--- config.mk ---
export PLATFORM = sky130hd
export DESIGN_NAME = fifo_uart_tx
export DESIGN_NICKNAME = d
export VERILOG_FILES = /design/src/rtl/fifo_uart_tx.sv
export SDC_FILE = /design/constraint.sdc
export NUM_CORES = 1
export LEC_CHECK = 0
export BUFFER_PORTS_ARGS = -buffer_cell sky130_fd_sc_hd__buf_2
export CORE_ASPECT_RATIO = 0.6
export CORE_MARGIN = 2
export CORE_UTILIZATION = 64
export CTS_CLUSTER_DIAMETER = 50
export DETAILED_ROUTE_END_ITERATION = 10
export PLACE_DENSITY = 0.91
export SYNTH_ARGS = -nofsm -noshare
export SYNTH_HDL_FRONTEND = slang
export SYNTH_SLANG_ARGS = --single-unit
--- constraint.sdc ---
create_clock -name clk -period 4.7 [get_ports clk]
set_input_delay 0.47 -clock clk [delete_from_list [all_inputs] [get_ports clk]]
set_output_delay 0.47 -clock clk [all_outputs]
set_load 0.01 [all_outputs]
--- src/rtl/fifo_uart_tx.sv ---
// fifo_uart_tx: drains a byte FIFO and transmits each byte as an asynchronous
// serial frame: start bit, 8 data bits LSB first, optional even parity, stop bit(s).
// The FIFO read is a one-cycle pop strobe. Read data is expected on the following cycle.
// Optional feature macro: UART_TX_PARITY_EN adds an even-parity bit after the data bits.
module fifo_uart_tx #(
  parameter int CLKS_PER_BIT = 16,
  parameter int STOP_BITS    = 1
) (
  input  logic       clk,
  input  logic       rst_n,
  input  logic       tx_en,
  input  logic       fifo_empty,
  input  logic [7:0] fifo_data,
  output logic       fifo_rd,
  output logic       tx,
  output logic       busy,
  output logic       frame_done
);

`ifdef UART_TX_PARITY_EN
  typedef enum logic [2:0] {
    IDLE   = 3'd0,
    POP    = 3'd1,
    LOAD   = 3'd2,
    START  = 3'd3,
    DATA   = 3'd4,
    PARITY = 3'd5,
    STOP   = 3'd6
  } state_t;

  // Even parity: the parity bit makes the total count of ones even.
  function automatic logic even_parity(input logic [7:0] d);
    return ^d;
  endfunction
`else
  typedef enum logic [2:0] {
    IDLE   = 3'd0,
    POP    = 3'd1,
    LOAD   = 3'd2,
    START  = 3'd3,
    DATA   = 3'd4,
    STOP   = 3'd6
  } state_t;
`endif

  localparam logic [15:0] CNT_LAST  = 16'(CLKS_PER_BIT - 1);
  localparam logic [15:0] CNT_PRE   = 16'(CLKS_PER_BIT - 2);
  localparam logic [2:0]  STOP_LAST = 3'(STOP_BITS - 1);

  state_t      state_r;
  logic [15:0] cnt_r;
  logic [2:0]  idx_r;
  logic [7:0]  shift_r;
`ifdef UART_TX_PARITY_EN
  logic        parity_r;
`endif

  logic start_ok_s;
  logic cnt_end_s;
  logic stop_last_s;
  logic stop_pre_s;

  // Decode of frame-start permission and bit-timing boundaries.
  always_comb begin
    start_ok_s  = tx_en & ~fifo_empty;
    cnt_end_s   = (cnt_r == CNT_LAST);
    stop_last_s = cnt_end_s && (idx_r == STOP_LAST);
    stop_pre_s  = (cnt_r == CNT_PRE) && (idx_r == STOP_LAST);
  end

  // Frame sequencer. Outputs are registered and take their next-cycle value on each transition.
  always_ff @(posedge clk or negedge rst_n) begin
    if (!rst_n) begin
      state_r    <= IDLE;
      cnt_r      <= 16'd0;
      idx_r      <= 3'd0;
      shift_r    <= 8'd0;
`ifdef UART_TX_PARITY_EN
      parity_r   <= 1'b0;
`endif
      fifo_rd    <= 1'b0;
      tx         <= 1'b1;
      busy       <= 1'b0;
      frame_done <= 1'b0;
    end else begin
      fifo_rd    <= 1'b0;
      frame_done <= 1'b0;
      case (state_r)
        IDLE: begin
          tx <= 1'b1;
          if (start_ok_s) begin
            state_r <= POP;
            fifo_rd <= 1'b1;
            busy    <= 1'b1;
          end else begin
            busy    <= 1'b0;
          end
        end
        POP: begin
          state_r <= LOAD;
        end
        LOAD: begin
          shift_r  <= fifo_data;
`ifdef UART_TX_PARITY_EN
          parity_r <= even_parity(fifo_data);
`endif
          cnt_r    <= 16'd0;
          tx       <= 1'b0;
          state_r  <= START;
        end
        START: begin
          if (cnt_end_s) begin
            cnt_r   <= 16'd0;
            idx_r   <= 3'd0;
            tx      <= shift_r[0];
            state_r <= DATA;
          end else begin
            cnt_r   <= cnt_r + 16'd1;
          end
        end
        DATA: begin
          if (cnt_end_s) begin
            cnt_r   <= 16'd0;
            shift_r <= {1'b0, shift_r[7:1]};
            if (idx_r == 3'd7) begin
              idx_r   <= 3'd0;
`ifdef UART_TX_PARITY_EN
              tx      <= parity_r;
              state_r <= PARITY;
`else
              tx      <= 1'b1;
              state_r <= STOP;
`endif
            end else begin
              idx_r   <= idx_r + 3'd1;
              tx      <= shift_r[1];
            end
          end else begin
            cnt_r <= cnt_r + 16'd1;
          end
        end
`ifdef UART_TX_PARITY_EN
        PARITY: begin
          if (cnt_end_s) begin
            cnt_r   <= 16'd0;
            idx_r   <= 3'd0;
            tx      <= 1'b1;
            state_r <= STOP;
          end else begin
            cnt_r   <= cnt_r + 16'd1;
          end
        end
`endif
        STOP: begin
          tx <= 1'b1;
          if (stop_pre_s) begin
            frame_done <= 1'b1;
          end
          if (stop_last_s) begin
            cnt_r <= 16'd0;
            idx_r <= 3'd0;
            if (start_ok_s) begin
              state_r <= POP;
              fifo_rd <= 1'b1;
              busy    <= 1'b1;
            end else begin
              state_r <= IDLE;
              busy    <= 1'b0;
            end
          end else if (cnt_end_s) begin
            cnt_r <= 16'd0;
            idx_r <= idx_r + 3'd1;
          end else begin
            cnt_r <= cnt_r + 16'd1;
          end
        end
        default: begin
          state_r    <= IDLE;
          cnt_r      <= 16'd0;
          idx_r      <= 3'd0;
          tx         <= 1'b1;
          busy       <= 1'b0;
        end
      endcase
    end
  end

endmodule

* Word level (Yosys, flattened, before mapping)
Index checks and enable logic that the tools add are counted.
Word-level totals: word-level logic and storage cells 72, flip-flop bits (word level) 34, output and inout bits 4
Operators by class: bitwise operators 5, reductions and logical operators 14, multiplexer cells 29, equality and inequality tests 14, $add $sub $neg 2
Operators with widths (count):
- one-hot mux 16 bit (3 select lines) | 1
- == test 16 x 4 -> 1 bit (second input constant) | 2
- 2-to-1 mux 16 bit | 2
- 2-to-1 mux 3 bit | 10
- one-hot mux 3 bit (6 select lines) | 1
- adder 16 x 1 -> 16 bit (second input constant) | 1
- one-hot mux 8 bit (2 select lines) | 1
- one-hot mux 3 bit (4 select lines) | 1
- != test 2 bit (second input constant) | 5
- == test 3 bit (second input constant) | 3
- 2-to-1 mux 1 bit | 9
- 2-to-1 mux 8 bit | 1
- == test 3 x 2 -> 1 bit (second input constant) | 2
- logical NOT 3 bit | 2
- AND reduction 5 bit | 1
- NOT 1 bit | 4
- one-hot mux 1 bit (4 select lines) | 1
- AND reduction 2 bit | 2
- AND reduction 4 bit | 1
- OR reduction 2 bit | 2
- OR reduction 4 bit | 1
- adder 3 x 1 -> 3 bit (second input constant) | 1
- == test 3 x 1 -> 1 bit (second input constant) | 1
- != test 3 bit (second input constant) | 1
- other kinds (7) | 8

* Longest topological paths before layout
word-level depth 5, mapped depth 7, mapped depth without buffers 6

* Worst setup path after synthesis
OpenSTA, ideal clock, no wires.
path type reg2reg, start point reg cnt_r[6], end point reg shift_r[0], arrival 2.064 ns, required time 4.576 ns, setup slack 2.512 ns, period minus slack after synthesis 2.188 ns, cell stages (with the launch flop) 7, cell sequence dfrtp_1 > or4_4 > or4_4 > buf_6 > nand2_1 > a21oi_1 > a211o_1
On the way: cells in the longest elaborated chain, start to end 3
Ends and longest elaborated chain:
- start, declared | RTL line 51 | logic [15:0] cnt_r;
- start signal, assigned | RTL line 118 | cnt_r <= cnt_r + 16'd1;
- start signal, assigned | RTL line 139 | cnt_r <= cnt_r + 16'd1;
- start signal, assigned | RTL line 174 | cnt_r <= cnt_r + 16'd1;
- == test 16 x 4 -> 1 bit | RTL line 66 | cnt_end_s = (cnt_r == CNT_LAST);
- != test 2 bit (no source line)
- AND reduction 2 bit (no source line)
- end signal, assigned | RTL line 103 | shift_r <= fifo_data;
- end signal, assigned | RTL line 124 | shift_r <= {1'b0, shift_r[7:1]};
- end, declared | RTL line 53 | logic [7:0] shift_r;
Every way passes these cells. A chain may end at the register's enable or synchronous reset.

* Final worst setup path
start point reg cnt_r[6], end point reg idx_r[0]
On the way: cells in the longest elaborated chain, start to end 4
Ends and longest elaborated chain:
- == test 16 x 4 -> 1 bit * | RTL line 66
- logical AND 1 bit | RTL line 67 | stop_last_s = cnt_end_s && (idx_r == STOP_LAST);
- != test 3 bit (no source line) or 2-to-1 mux 3 bit (tied branches)
- AND reduction 4 bit (no source line) or one-hot mux 3 bit (4 select lines) (tied branches)
- end signal, assigned | RTL line 135 | idx_r <= idx_r + 3'd1;
- end signal, assigned | RTL line 172 | idx_r <= idx_r + 3'd1;
- end, declared | RTL line 52 | logic [2:0] idx_r;
Every way passes the cells marked *; elsewhere a longest branch is shown, timed or not.

==> implementation parameters <==
Parameter                              Value

Setup path
  Crit path largest cell delay ... 0.82 ns
  CP Capture Type ... flop
  Maximum fanout count along the critical path ... 18
  CP Cell Sequence ... or4_4, nor4_4, a31oi_1, a22o_1
  Worst reg-to-reg path cell count ... 4
  Slowest cell on crit path ... nor4_4
  Worst Path Required ... between 4 and 5 ns
  Flop-to-flop setup slack ... between 2 and 2.5 ns
  Launch point of the worst reg-to-reg path ... cnt_r[6]
  Crit Path Category ... reg2reg
  Data arrival time of the critical path ... 2.73 ns
  Critical Path Source Type ... flop
  R2R Path End ... idx_r[0]

Place
  Post-Place Cell Area ... 0.00209 mm²
  Placed Cells incl. Taps ... 270
  Number of buffers added on ports ... 15
  Placed wire-length estimate after detailed placement ... between 3 and 4 mm
  RePlAce Congestion ... 0.834
  Pre-CTS setup slack ... 2.26 ns

Timing
  Worst slack on hold paths ... 0.241 ns
  Smallest setup slack after layout ... 2.15 ns
  Final Skew ... 0.00715 ns
  Maximum clock frequency ... 393 MHz
  Count of endpoints failing hold in the final timing report ... 0
  RSZ-0062 raised after global routing ... false
  Actual slew at the worst max-slew pin ... 0.943 ns
  Number of setup violations in the final report ... 0
  Min Tclk post-route ... 2.55 ns
  Accumulated negative setup slack ... 0 ns
  Period utilisation layout ... 54.2%
  Max-Slew Margin vs Limit ... 37.2%
  Final max-slew violation count ... 0

Routing
  Routed wire per std cell ... 16.8 µm
  Via count ... 1760
  Vias per cell ... about 6.4
  Initial DRT Pass Iterations ... 5
  Wire length after detailed routing ... 4.65 mm
  Drt initial violations ... 211
  Number of nets still failing antenna checks after routing ... 0
  Number of DRC violations after detailed routing ... 0

Floorplanning
  I/O pin total ... 16
  # rows ... 15
  Initial standard-cell utilization of the core ... 68.7%
  Die W ... 76.6 µm
  Vert. Die Dim ... ~48 µm
  DIE AREA ... 0.00364 mm²
  Core area ... 0.00295 mm²

Synth
  Syn Nets ... 244
  Async set or reset register ratio after synthesis ... 100%
  Synth cell count leaders ... 35 x nor2_1, 33 x dfrtp_1, 20 x nand2_1
  Number of synthesized flops with an enable pin ... 0
  Portion of synthesized cell area occupied by the leading cell type ... 40.8%
  Post-synthesis instance total ... 226
  Yosys warning count ... 0
  Top cell type by total area after synthesis ... dfrtp_1
  Most instantiated library cell after synthesis ... nor2_1
  Most area-consuming cells after synthesis ... dfrtp_1 41%, nor2_1 6.5%, a21oi_1 3.7%
  Sequential cell area fraction in the yosys report ... 42.1%
  Primary FF master, synth ... dfrtp_1
  Count of cell types in the netlist ... 50
  Flops & latches, synth ... 34
  Netlist area before placement ... 0.00202 mm²
  Post-Syn Area per Cell ... 8.95 µm²

Pwr
  PnR Total Power ... approximately 520 µW
  Max VDD drop ... 0.000186 V
  Pwr dens ... 240 mW/mm²
  Static Leak ... 0.972 nW

CTS
  Total clock buffers created by CTS ... 5
  CTS tree ... built
  Setup bufs post-CTS ... 0
  Insertion delay to the later sink of the worst-skew pair ... 0.29 ns
  Clock edge transition at the registers on the reported setup and hold paths ... 0.07 ns
  CTS H-tree lvls ... 2
  Maximum count of clock buffers along a single path ... 2
  CTS root buffer ... clkbuf_8
  CTS Hold Buffers Added ... 0
  Number of gates resized after cts ... 0
  Clock tree sinks ... 34

Final layout
  Util after Layout ... 73.5%
  Antenna diode count ... 0
  Number of cells in the finished layout apart from fillers ... 277
  Syn-to-layout area delta ... 7.05%
  Ratio of cells with drive above 1 in the final layout ... 12.3%
  Final layout net count ... 253
  Cell area after layout ... 0.00217 mm²

Global route
  Overall routing resource usage ... 28.7%
  First-pass GRT wire length ... approximately 8 mm
  Maximum number of pins on one net before global-route repair ... 35
  Via count of the first global-routing pass ... 1588
  GR Overflow Total ... 0
  Initial antenna violation count ... 0

Job
  Max-cap violations ... 0

Hold path
  Type of the most critical hold path ... in2async

Outcome
  Outcome ... finished clean
==> kinds of logic (layout without fill, tap and decap cells) <==
logic type / count (synthesis) / in the layout / share of synthesized area, %
compound gates: 54 / 54 / 17.9
buf+inv: 19 / 28 / 4.14
simple gates: 98 / 98 / 25.5
fa+ha+maj: 6 / 6 / 3.71
xor+xnor: 13 / 13 / 5.63
mux: 2 / 2 / 0.990
flops: 34 / 34 / 42.1
==> worst max-delay path: cells and delay by family (launching register included) <==
kind | cells | cell delay [ns]
and+or+nand+nor | 2 | 1.42
AOI/OAI and AO/OA | 2 | 0.56
DFF | 1 | 0.45
==> sequential cells by signal, indices dropped and copies added (netlist names) <==
signal / cells
busy: 1
tx: 1
cnt_r: 16
fifo_rd: 1
frame_done: 1
shift_r: 8
idx_r: 3
state_r: 3
==> where the power goes <==
part           switching [mW]  internal (mW)
sequential            0.00322          0.296
clock                  0.0994          0.102
combinational          0.0106        0.00923
==> layout make-up <==
class	count	area [µm²]
multi-input cells	173	1090
flip-flops and latches	34	852
fillers	217	781
clock buffers	7	76.3
repair buffers	15	75.1
well taps	42	52.6
inverters	6	22.5
==> metal layers <==
layer | vias to the layer above | GRT usage, % | share of wire (%)
met3 | 18 | 8.30 | 11
met1 | 800 | 40.7 | 47
met2 | 112 | 40.5 | 39
met4 | 0 | 16.0 | 3.0
met5 | - | 0 | 0
li1 | 830 | - | -
==> layout by cell type, fill, tap and decap left out, types with 4 or more instances in the layout <==
master and n:
a211o_1 5, a21oi_1 15, a22oi_1 7, and3_1 4, buf_2 15, clkbuf_8 5, dfrtp_1 33, ha_1 6
inv_1 6, nand2_1 20, nand3_1 9, nand4_1 7, nor2_1 35, o21ai_0 8, or4_4 4, xnor2_1 5
xor2_1 8
==> how the worst max path moves through the flow <==
stage	start	to	slack, ns	cells after the start
floorplan	cnt_r[6]	shift_r[0]	2.51	6
global placement	cnt_r[6]	idx_r[0]	2.34	4
detailed placement	cnt_r[6]	idx_r[0]	2.26	4
CTS	cnt_r[6]	idx_r[0]	2.22	4
global route	cnt_r[6]	idx_r[0]	2.05	4
finish	cnt_r[6]	idx_r[0]	2.15	4
(Power assumes the default switching activity.)
